<file path="config.mk">
export PLATFORM = sky130hd
export DESIGN_NAME = cdc_cmd_feeder
export DESIGN_NICKNAME = d
export VERILOG_FILES = /design/src/rtl/cdc_cmd_feeder_pkg.sv /design/src/rtl/cdc_cmd_fifo.sv /design/src/rtl/cdc_cmd_feeder.sv
export SDC_FILE = /design/constraint.sdc
export NUM_CORES = 1
export LEC_CHECK = 0
export CAP_MARGIN = 20
export CORE_MARGIN = 1.5
export CORE_UTILIZATION = 50
export DETAILED_ROUTE_END_ITERATION = 16
export DONT_BUFFER_PORTS = 1
export GPL_TIMING_DRIVEN = 0
export PLACE_DENSITY = 0.68
export SYNTH_ARGS = -nofsm -noshare
export SYNTH_HDL_FRONTEND = slang
export SYNTH_SLANG_ARGS = --single-unit
</file>
<file path="constraint.sdc">
create_clock -name src_clk -period 2.4 [get_ports src_clk]
set_input_delay 0.24 -clock src_clk [delete_from_list [all_inputs] [get_ports src_clk]]
set_output_delay 0.24 -clock src_clk [all_outputs]
set_load 0.02 [all_outputs]
</file>
<file path="src/rtl/cdc_cmd_feeder_pkg.sv">
// Shared definitions for the command feeder: default sizes, the launch FSM
// state type and the packed {addr,data} command layout.
package cdc_cmd_feeder_pkg;

   localparam int AW_DEFAULT    = 4;
   localparam int DW_DEFAULT    = 8;
   localparam int DEPTH_DEFAULT = 4;

   typedef enum logic [1:0] {
      IDLE  = 2'd0,
      SEND  = 2'd1,
      GUARD = 2'd2,
      WAIT  = 2'd3
   } feeder_state_t;

   typedef struct packed {
      logic [AW_DEFAULT-1:0] addr;
      logic [DW_DEFAULT-1:0] data;
   } cmd_t;

endpackage

</file>
<file path="src/rtl/cdc_cmd_fifo.sv">
// Command queue for the feeder: storage, wrapping pointers, occupancy and,
// when CDC_CMD_FEEDER_COALESCE_EN is defined, in-place address coalescing.
module cdc_cmd_fifo
   import cdc_cmd_feeder_pkg::*;
#(
   parameter int AW    = AW_DEFAULT,
   parameter int DW    = DW_DEFAULT,
   parameter int DEPTH = DEPTH_DEFAULT
) (
   input  logic                     src_clk,
   input  logic                     src_resetn,
   input  logic                     wr_valid,
   input  logic [AW-1:0]            wr_addr,
   input  logic [DW-1:0]            wr_data,
   output logic                     wr_ready,
   input  logic                     pop,
   output logic [AW+DW-1:0]         head,
   output logic [$clog2(DEPTH):0]   level,
   output logic                     empty
);

   localparam int PW = $clog2(DEPTH);
   localparam int LW = PW + 1;

   logic [AW-1:0] addr_mem [DEPTH];
   logic [DW-1:0] data_mem [DEPTH];
   logic [PW-1:0] wr_ptr;
   logic [PW-1:0] rd_ptr;
   logic          full;
   logic          hit;
   logic [PW-1:0] hit_idx;
   logic          accept;
   logic          push;
   logic          overwrite;

   assign full  = (level == LW'(DEPTH));
   assign empty = (level == '0);
   assign head  = {addr_mem[rd_ptr], data_mem[rd_ptr]};

`ifdef CDC_CMD_FEEDER_COALESCE_EN
   // Find the youngest live entry with the offered address; the head being
   // popped this cycle is leaving, so it is never a coalescing target.
   always_comb begin
      hit     = 1'b0;
      hit_idx = '0;
      for (int i = 0; i < DEPTH; i++) begin
         if ((LW'(i) < level) && !(pop && (i == 0)) &&
             (addr_mem[rd_ptr + PW'(i)] == wr_addr)) begin
            hit     = 1'b1;
            hit_idx = rd_ptr + PW'(i);
         end
      end
   end

   assign wr_ready = !full || hit;
`else
   assign hit      = 1'b0;
   assign hit_idx  = '0;
   assign wr_ready = !full;
`endif

   assign accept    = wr_valid && wr_ready;
   assign push      = accept && !hit;
   assign overwrite = accept && hit;

   // Storage carries no reset; only entries below level are ever observed.
   always_ff @(posedge src_clk) begin
      if (push) begin
         addr_mem[wr_ptr] <= wr_addr;
         data_mem[wr_ptr] <= wr_data;
      end else if (overwrite) begin
         data_mem[hit_idx] <= wr_data;
      end
   end

   // Pointers wrap naturally since DEPTH is a power of two; a push and pop
   // together leave the occupancy unchanged.
   always_ff @(posedge src_clk or negedge src_resetn) begin
      if (!src_resetn) begin
         wr_ptr <= '0;
         rd_ptr <= '0;
         level  <= '0;
      end else begin
         if (push) begin
            wr_ptr <= wr_ptr + PW'(1);
         end
         if (pop) begin
            rd_ptr <= rd_ptr + PW'(1);
         end
         if (push && !pop) begin
            level <= level + LW'(1);
         end else if (pop && !push) begin
            level <= level - LW'(1);
         end
      end
   end

endmodule

</file>
<file path="src/rtl/cdc_cmd_feeder.sv">
// Feeds queued commands into a pulse-launched clock-domain crossing.
// Optional write coalescing is enabled by defining CDC_CMD_FEEDER_COALESCE_EN.
module cdc_cmd_feeder
   import cdc_cmd_feeder_pkg::*;
#(
   parameter int AW    = AW_DEFAULT,
   parameter int DW    = DW_DEFAULT,
   parameter int DEPTH = DEPTH_DEFAULT
) (
   input  logic                     src_clk,
   input  logic                     src_resetn,
   input  logic                     wr_valid,
   input  logic [AW-1:0]            wr_addr,
   input  logic [DW-1:0]            wr_data,
   output logic                     wr_ready,
   input  logic                     src_busy,
   output logic                     src_send,
   output logic [AW+DW-1:0]         src_data,
   output logic [$clog2(DEPTH):0]   level,
   output logic                     empty
);

   feeder_state_t    state;
   feeder_state_t    state_next;
   logic             pop;
   logic [AW+DW-1:0] head;

   cdc_cmd_fifo #(
      .AW    (AW),
      .DW    (DW),
      .DEPTH (DEPTH)
   ) u_fifo (
      .src_clk    (src_clk),
      .src_resetn (src_resetn),
      .wr_valid   (wr_valid),
      .wr_addr    (wr_addr),
      .wr_data    (wr_data),
      .wr_ready   (wr_ready),
      .pop        (pop),
      .head       (head),
      .level      (level),
      .empty      (empty)
   );

   // Launch FSM state register.
   always_ff @(posedge src_clk or negedge src_resetn) begin
      if (!src_resetn) begin
         state <= IDLE;
      end else begin
         state <= state_next;
      end
   end

   // Launch only from IDLE with a free crossing; GUARD ignores busy because
   // the crossing raises it one cycle after the pulse.
   always_comb begin
      state_next = state;
      pop        = 1'b0;
      case (state)
         IDLE: begin
            if (!empty && !src_busy) begin
               state_next = SEND;
               pop        = 1'b1;
            end
         end
         SEND:    state_next = GUARD;
         GUARD:   state_next = WAIT;
         WAIT: begin
            if (!src_busy) begin
               state_next = IDLE;
            end
         end
         default: state_next = IDLE;
      endcase
   end

   // Capture the head on launch; the pulse covers exactly the SEND cycle and
   // the data holds until the next launch.
   always_ff @(posedge src_clk or negedge src_resetn) begin
      if (!src_resetn) begin
         src_send <= 1'b0;
         src_data <= '0;
      end else begin
         src_send <= pop;
         if (pop) begin
            src_data <= head;
         end
      end
   end

endmodule

</file>
==> out/metrics.json, run 1 <==
{
  "final_core_density": {"value": 0.596},
  "floorplan.die_area": {"value": 6070, "unit": "µm²"},
  "fin_crit_share": {"value": 0.943},
  "yosysUniqueCellTypes": {"value": 25},
  "path_delay_family": {"value": "simple AND/OR/NAND/NOR gates"},
  "finalWeightedCongestion": {"value": 0.696},
  "timing_max_transition_violations_final": {"value": 0},
  "syn-cell-area": {"value": 2810, "unit": "µm²"},
  "worst_pin_slew": {"value": 0.715, "unit": "ns"},
  "initial_utilization": {"value": 0.513},
  "synth_ff_type": {"value": "sky130_fd_sc_hd__edfxtp_1"},
  "cts.clk_slew.worst_paths": {"value": 0.07, "unit": "ns"},
  "post-route-min-period": {"value": 2.26, "unit": "ns"},
  "hpwlAfterDp": {"value": 2880, "unit": "µm"},
  "critPathCaptureType": {"value": "register"},
  "fp.coreArea": {"value": 5470, "unit": "µm²"},
  "die_h": {"value": 77.9, "unit": "µm"},
  "boundaryPins": {"value": 34},
  "antenna_violating_nets_post_route": {"value": 0},
  "power": {"value": 0.00420, "unit": "W"},
  "async_flop_share": {"value": 0.314},
  "data_required_time_of_the_worst_path": {"value": 2.64, "unit": "ns"},
  "detail_route.iter0.violations": {"value": 52},
  "max_fclk": {"value": 442, "unit": "MHz"},
  "fin_tns_setup": {"value": 0, "unit": "ns"},
  "max_stage_delay": {"value": 0.49, "unit": "ns"},
  "detailroute.via_count": {"value": 1288},
  "avgSynthCellArea": {"value": 19.9, "unit": "µm²"},
  "number_of_global_route_vias_before_repair": {"value": 1411},
  "clock_path_buffers": {"value": 2},
  "wl_per_cell": {"value": 18.7, "unit": "µm"},
  "placement_rows": {"value": 27},
  "finClkSkew": {"value": 0.00451, "unit": "ns"},
  "num-nets-final": {"value": 190},
  "antenna_cells_inserted": {"value": 0},
  "avgViaCountPerCell": {"value": 5.32},
  "final_cell_mix": {"value": "sky130_fd_sc_hd__edfxtp_1 (48), sky130_fd_sc_hd__dfrtp_1 (19), sky130_fd_sc_hd__dlygate4sd3_1 (13), sky130_fd_sc_hd__mux4_2 (12), sky130_fd_sc_hd__clkbuf_8 (9)"},
  "slew-limit-headroom": {"value": 0.524},
  "syn_to_final_growth": {"value": 16.2, "unit": "%"},
  "dr.pass1.iters": {"value": 4},
  "root_buffer": {"value": "sky130_fd_sc_hd__clkbuf_8"},
  "syn_inst": {"value": 141},
  "synth_nets": {"value": 166},
  "total_leakage_power": {"value": 1.21, "unit": "nW"},
  "vdd_ir_drop_max": {"value": 584, "unit": "µV"},
  "grt.overflow.total": {"value": 0},
  "finalHoldViolCount": {"value": 0},
  "critical_path_start_type": {"value": "register"},
  "grt_setup_unrepaired": {"value": "no"},
  "grt_start_max_net_pins": {"value": 23},
  "tritoncts": {"value": "done"},
  "power.density": {"value": 1290, "unit": "nW/µm²"},
  "worstHoldPathType": {"value": "primary input to register"},
  "grt_usage": {"value": 0.166},
  "final_common_cell": {"value": "sky130_fd_sc_hd__edfxtp_1"},
  "grt_pass1_wl": {"value": 7050, "unit": "µm"},
  "cts_sinks": {"value": 70},
  "cts.htree.levels": {"value": 3},
  "die_w": {"value": 77.9, "unit": "µm"},
  "placement.io_buffers": {"value": 0},
  "crit_type": {"value": "register to register"},
  "ys_seq_area_frac": {"value": 0.710},
  "run_status": {"value": "finished clean"},
  "crit_path_max_fanout": {"value": 5},
  "path_cells": {"value": "or3_4, and3_4, inv_1, ha_2, inv_1, fa_2, xor2_1, nor2_1, xor2_1"},
  "dp_cells": {"value": 213},
  "postRouteWirelength": {"value": 4510, "unit": "µm"},
  "clkLatencyLatePin": {"value": 0.33, "unit": "ns"},
  "worstPathBufferInverterCount": {"value": 2},
  "antenna_found_initial": {"value": 0},
  "crit_slowest_cell": {"value": "sky130_fd_sc_hd__dfrtp_2"},
  "synth_enable_flop_cells": {"value": 48},
  "post_layout_nonfiller_instances": {"value": 242},
  "drc": {"value": 0},
  "worst_ep_arrival_time": {"value": 2.50, "unit": "ns"},
  "cts_inserted_buffers": {"value": 9},
  "yosys_warns": {"value": 0},
  "maxCapViolCount": {"value": 0},
  "synth_seq_cells": {"value": 70},
  "setup_viol": {"value": 0},
  "fin_worst_hold_slack": {"value": 0.192, "unit": "ns"},
  "drive_gt1_frac": {"value": 0.312}
}
[power by group]
| part | internal (W) | switching, W |
|---|---|---|
| clock network | 0.000578 | 0.000419 |
| logic | 0.000619 | 0.000536 |
| registers | 0.00168 | 0.000376 |
| total | 0.00287 | 0.00133 |
[metal layers]
layer  track usage  share of wire  vias up
li1              -              -      582
met1         0.186           0.40      666
met2         0.281           0.54       38
met3        0.0706          0.059        2
met4        0.0625         0.0053        0
met5             0              0        -
[metrics by stage]
step                      setup slack [ns]  area, µm²
after floorplan                    0.00994       2820
after global placement             -0.0660       2910
after detailed placement            -0.178       2910
after CTS                           0.0948       3230
after global routing                0.0573       3260
final                                0.136       3260
[cell usage after synthesis (2+ instances only)]
cell | number | area share
sky130_fd_sc_hd__inv_1 | 8 | 0.011
sky130_fd_sc_hd__a21oi_1 | 2 | 0.0036
sky130_fd_sc_hd__mux4_2 | 12 | 0.096
sky130_fd_sc_hd__and2_1 | 4 | 0.0089
sky130_fd_sc_hd__edfxtp_1 | 48 | 0.51
sky130_fd_sc_hd__buf_2 | 2 | 0.0036
sky130_fd_sc_hd__xnor2_1 | 2 | 0.0062
sky130_fd_sc_hd__mux2_2 | 8 | 0.032
sky130_fd_sc_hd__mux2_4 | 7 | 0.037
sky130_fd_sc_hd__xor2_1 | 4 | 0.012
sky130_fd_sc_hd__dfrtp_1 | 22 | 0.20
sky130_fd_sc_hd__ha_1 | 8 | 0.036
sky130_fd_sc_hd__nor2_1 | 2 | 0.0027
[cell families (layout without fill, tap and decap cells)]
| family | count (synthesis) | after routing | share of synthesized area |
|---|---|---|---|
| AO/OA/AOI/OAI | 5 | 5 | 0.0116 |
| XOR/XNOR | 6 | 6 | 0.0187 |
| adder cells (fa/ha/maj) | 9 | 9 | 0.0428 |
| buffers and inverters | 13 | 42 | 0.0250 |
| flip-flops | 70 | 70 | 0.710 |
| multiplexers | 27 | 27 | 0.166 |
| AND/OR/NAND/NOR | 11 | 11 | 0.0263 |
[state kept, by name, summed over array words and instances, names as in the netlist]
name             cells
src_data            12
src_send             1
state                2
u_fifo.addr_mem     16
u_fifo.data_mem     32
u_fifo.level         3
u_fifo.rd_ptr        2
u_fifo.wr_ptr        2
[worst register-to-register path, cell delays in order (launching register included)]
cell and delay [ns]:
sky130_fd_sc_hd__dfrtp_2 0.49, sky130_fd_sc_hd__or3_4 0.43, sky130_fd_sc_hd__and3_4 0.18, sky130_fd_sc_hd__inv_1 0.05, sky130_fd_sc_hd__ha_2 0.17, sky130_fd_sc_hd__inv_1 0.05
sky130_fd_sc_hd__fa_2 0.33, sky130_fd_sc_hd__xor2_1 0.17, sky130_fd_sc_hd__nor2_1 0.12, sky130_fd_sc_hd__xor2_1 0.19
[cell type report]
class | count | area, µm²
flip-flops and latches | 70 | 2000
fillers | 411 | 2210
well taps | 72 | 90.1
inverters | 8 | 30.0
clock buffers | 9 | 124
repair buffers | 15 | 165
clock inverters | 7 | 88.8
plain buffers | 3 | 13.8
multi-input cells | 58 | 753
[final timing paths]
kind,startpoint,end,slack (ns),depth (start not counted)
max,u_fifo.level[2],u_fifo.level[2],0.14,9
max reg2reg,u_fifo.level[2],u_fifo.level[2],0.14,9
min,src_busy,state[0],0.19,2
min in group asynchronous,src_resetn,state[0],0.23,1
max in group asynchronous,src_resetn,u_fifo.level[0],1.76,2
min reg2reg,u_fifo.wr_ptr[1],u_fifo.wr_ptr[1],0.57,1
[timing repair]
item / CTS / global route
hold buffers: 13 / 0
hold endpoints to repair: 70 / 0
gates cloned: 0 / 0
buffers inserted: 1 / 0
setup endpoints to repair: 2 / 1
resized for setup: 0 / 1
pin swaps: 2 / 0
Note: power is estimated with default switching activity, not from simulation.
==> inputs of run 2 (changes only) <==
--- a/config.mk
+++ b/config.mk
@@ -5,13 +5,14 @@
 export SDC_FILE = /design/constraint.sdc
 export NUM_CORES = 1
 export LEC_CHECK = 0
-export CAP_MARGIN = 20
+export CAP_MARGIN = 30
 export CORE_MARGIN = 1.5
-export CORE_UTILIZATION = 50
+export CORE_UTILIZATION = 55
 export DETAILED_ROUTE_END_ITERATION = 16
 export DONT_BUFFER_PORTS = 1
 export GPL_TIMING_DRIVEN = 0
-export PLACE_DENSITY = 0.68
+export PLACE_DENSITY = 0.73
 export SYNTH_ARGS = -nofsm -noshare
 export SYNTH_HDL_FRONTEND = slang
 export SYNTH_SLANG_ARGS = --single-unit
+export TNS_END_PERCENT = 5
==> run 2 against run 1 <==
Maximum frequency increased by 2.2%. Worst hold slack improved by 0.0085 ns. Cell count decreased by 1.2%. Register-to-register slack improved by 0.05 ns. Sequential cell count unchanged. Via count increased by 2.3%. Largest cell class unchanged.
==> out/metrics.json, run 2 (synthesis gave the netlist of run 1 again) <==
{
  "run_status": {"value": "finished clean"},
  "antenna_violating_nets_post_route": {"value": 0, "change": "unchanged"},
  "met2_length": {"value": 2380, "unit": "µm", "change": "-1.3%"},
  "root_buffer": {"value": "sky130_fd_sc_hd__clkbuf_8"},
  "drive_gt1_frac": {"value": 0.297, "change": "-0.0153"},
  "critPathCaptureType": {"value": "register"},
  "timing_max_transition_violations_final": {"value": 0, "change": "unchanged"},
  "data_required_time_of_the_worst_path": {"value": 2.66, "unit": "ns", "change": "+0.02 ns"},
  "post-route-worst-setup-slack": {"value": 0.185, "unit": "ns", "change": "+0.0484 ns"},
  "internal_power": {"value": 0.00274, "unit": "W", "change": "-4.7%"},
  "number_of_global_route_vias_before_repair": {"value": 1364, "change": "-3.3%"},
  "grt_usage": {"value": 0.185, "change": "+0.0188"},
  "grt_pass1_wl": {"value": 6840, "unit": "µm", "change": "-2.9%"},
  "grt.overflow.total": {"value": 0, "change": "unchanged"},
  "power.share.clock": {"value": 0.204, "change": "-0.033"},
  "dr.pass1.iters": {"value": 4, "change": "unchanged"},
  "final_cell_mix": {"value": "sky130_fd_sc_hd__edfxtp_1 (48), sky130_fd_sc_hd__dfrtp_1 (19), sky130_fd_sc_hd__dlygate4sd3_1 (13), sky130_fd_sc_hd__mux4_2 (12), sky130_fd_sc_hd__clkbuf_8 (11)"},
  "slew-limit-headroom": {"value": 0.554, "change": "+0.0307"},
  "reg2reg_depth": {"value": 9, "change": "unchanged"},
  "cts_sinks": {"value": 70, "change": "unchanged"},
  "crit_type": {"value": "register to register"},
  "critical_path_start_type": {"value": "register"},
  "path_cells": {"value": "or3_4, and3_4, inv_1, ha_2, inv_1, fa_2, xor2_1, nor2_1, xor2_1"},
  "postRouteWirelength": {"value": 4490, "unit": "µm", "change": "-0.51%"},
  "initial_utilization": {"value": 0.583, "change": "+0.0698"},
  "crit_slowest_cell": {"value": "sky130_fd_sc_hd__dfrtp_2"},
  "fin_area": {"value": 3220, "unit": "µm²", "change": "-1.2%"},
  "post_dp_cell_area": {"value": 2900, "unit": "µm²", "change": "-0.22%"},
  "crit_path_max_fanout": {"value": 5, "change": "unchanged"},
  "reg2reg_from": {"value": "u_fifo.level[2]"},
  "largest_registers": {"value": "u_fifo.data_mem (32), u_fifo.addr_mem (16), src_data (12)"},
  "path_delay_family": {"value": "simple AND/OR/NAND/NOR gates"},
  "finClkSkew": {"value": 0.00625, "unit": "ns", "change": "+0.00173 ns"},
  "fin_crit_share": {"value": 0.923, "change": "-0.0202"},
  "detail_route.iter0.violations": {"value": 65, "change": "+25%"},
  "dr_wl_met3": {"value": 206, "unit": "µm", "change": "-23%"},
  "min-delay-start": {"value": "src_busy"},
  "top_register": {"value": "u_fifo.data_mem"},
  "hpwlAfterDp": {"value": 2880, "unit": "µm", "change": "about the same"},
  "uppermost_metal_layer_occupied_by_signal_nets": {"value": "met4"},
  "boundaryPins": {"value": 34, "change": "unchanged"},
  "min_to": {"value": "state[0]"},
  "cts_inserted_buffers": {"value": 9, "change": "unchanged"},
  "grt_setup_unrepaired": {"value": "no"},
  "worstPathBufferInverterCount": {"value": 2, "change": "unchanged"},
  "post-route-min-period": {"value": 2.22, "unit": "ns", "change": "-0.0484 ns"},
  "switching_share": {"value": 0.321, "change": "+0.00457"},
  "worstHoldPathType": {"value": "primary input to register"},
  "detailroute.via_count": {"value": 1317, "change": "+2.3%"},
  "dp_cells": {"value": 208, "change": "-2.3%"},
  "maxCapViolCount": {"value": 0, "change": "unchanged"},
  "worst_ep_arrival_time": {"value": 2.47, "unit": "ns", "change": "-0.03 ns"},
  "syn_to_final_growth": {"value": 14.8, "unit": "%"},
  "total_leakage_power": {"value": 1.20, "unit": "nW", "change": "-0.81%"},
  "antenna_cells_inserted": {"value": 0, "change": "unchanged"},
  "reg2reg_to": {"value": "u_fifo.level[2]"},
  "netSwitchingPower": {"value": 0.00129, "unit": "W", "change": "-2.7%"},
  "cts.clk_slew.worst_paths": {"value": 0.07, "unit": "ns", "change": "about the same"},
  "antenna_found_initial": {"value": 0, "change": "unchanged"},
  "vdd_ir_drop_max": {"value": 598, "unit": "µV", "change": "+2.5%"},
  "largest_register_ffs": {"value": 32, "change": "unchanged"},
  "worst_pin_slew": {"value": 0.669, "unit": "ns", "change": "-0.0460 ns"},
  "floorplan.die_area": {"value": 5540, "unit": "µm²", "change": "-8.8%"},
  "power.density": {"value": 1250, "unit": "nW/µm²", "change": "-3.0%"},
  "clkLatencyLatePin": {"value": 0.33, "unit": "ns", "change": "about the same"},
  "clock_path_buffers": {"value": 2, "change": "unchanged"},
  "post_cts_resized": {"value": 0, "change": "unchanged"},
  "setup_viol": {"value": 0, "change": "unchanged"},
  "r2r_setup_slack": {"value": 0.18, "unit": "ns", "change": "+0.05 ns"},
  "post_layout_nonfiller_instances": {"value": 239, "change": "-1.2%"},
  "die_w": {"value": 74.4, "unit": "µm", "change": "-4.5%"},
  "cts.htree.levels": {"value": 3, "change": "unchanged"},
  "wl_per_cell": {"value": 18.8, "unit": "µm", "change": "+0.74%"},
  "max_stage_delay": {"value": 0.48, "unit": "ns", "change": "about the same"},
  "sequentialPowerShare": {"value": 0.509, "change": "+0.021"},
  "grt_start_max_net_pins": {"value": 23, "change": "unchanged"},
  "num-nets-final": {"value": 192, "change": "+1.1%"},
  "place_ws": {"value": -0.148, "unit": "ns", "change": "+0.0305 ns"},
  "max_fclk": {"value": 451, "unit": "MHz", "change": "+2.2%"},
  "route.layer.met1.wl": {"value": 1810, "unit": "µm", "change": "+0.33%"},
  "finalHoldViolCount": {"value": 0, "change": "unchanged"},
  "filler_cell_count": {"value": 345, "change": "-16%"},
  "placement_rows": {"value": 25, "change": "-7.4%"},
  "final_common_cell": {"value": "sky130_fd_sc_hd__edfxtp_1"},
  "finalWeightedCongestion": {"value": 0.670, "change": "-3.8%"},
  "worst_hold_path.num_cells": {"value": 2, "change": "unchanged"},
  "tritoncts": {"value": "done"},
  "fp.coreArea": {"value": 4820, "unit": "µm²", "change": "-12%"},
  "gate_power_share": {"value": 0.287, "change": "+0.012"},
  "power": {"value": 0.00403, "unit": "W", "change": "-4.1%"},
  "die_h": {"value": 74.4, "unit": "µm", "change": "-4.5%"},
  "avgViaCountPerCell": {"value": 5.51, "change": "+3.5%"},
  "drc": {"value": 0, "change": "unchanged"},
  "placement.io_buffers": {"value": 0, "change": "unchanged"}
}
## run 2: cell count changes in the layout (fill, tap and decap cells not counted)
cell,change
sky130_fd_sc_hd__clkinv_2,-1
sky130_fd_sc_hd__clkinvlp_4,-1
sky130_fd_sc_hd__bufinv_16,-2
sky130_fd_sc_hd__clkbuf_8,+2
sky130_fd_sc_hd__clkbuf_1,+4
sky130_fd_sc_hd__clkinv_4,-1
sky130_fd_sc_hd__a21boi_2,-1
sky130_fd_sc_hd__a21boi_1,+1
sky130_fd_sc_hd__buf_4,+2
sky130_fd_sc_hd__clkinv_1,-1
## run 2: final cells by class
type,instances,area [µm²],area share
Multi-Input combinational cell,58,749,0.233
Clock inverter,1,3.75,0.00116
Timing Repair Buffer,17,180,0.0559
Clock buffer,15,166,0.0516
Sequential cell,70,2000,0.619
Inverter,8,30.0,0.00932
Tap cell,67,83.8,0.0260
Buffer,3,13.8,0.00427
## run 2: worst max-delay path by stage
stage / startpoint / cells past startpoint / endpoint
after global routing: u_fifo.level[0] / 8 / u_fifo.level[2]
after CTS: u_fifo.level[2] / 9 / u_fifo.level[2]
after floorplan: u_fifo.level[1] / 11 / u_fifo.level[2]
after detailed placement: u_fifo.level[1] / 11 / u_fifo.level[2]
after global placement: u_fifo.level[1] / 11 / u_fifo.level[2]
final: u_fifo.level[2] / 9 / u_fifo.level[2]
## run 2: through the flow
step / hold WS [ns] / utilization / TNS [ns]
2_1_floorplan: -0.0556 / - / 0
3_3_place_gp: -0.0551 / 0.602 / -0.101
3_5_place_dp: -0.0551 / 0.602 / -0.213
4_1_cts: 0.181 / 0.660 / 0
5_1_grt: 0.207 / 0.669 / 0
6_report: 0.201 / 0.669 / 0
## run 2: timing repair
action	in CTS	in global routing
endpoints found under the setup margin	2	1
pin swaps	2	0
hold buffers	13	0
hold endpoints to repair	70	0
setup buffers	1	2
## run 2: per-layer routing
metal	vias to the layer above	GRT usage
met5	-	0
met4	0	0.103
met3	8	0.0542
met2	36	0.308
met1	686	0.216
li1	587	-
## run 2: power groups by stage
stage / Clock, W / Combinational (W) / Sequential (W)
global route: 0.000879 / 0.00129 / 0.00209
CTS: 0.000843 / 0.00116 / 0.00206
detailed placement: 0 / 0.00115 / 0.00208
finish: 0.000825 / 0.00116 / 0.00205
floorplan: 0 / 0.000950 / 0.00201
global placement: 0 / 0.00109 / 0.00206
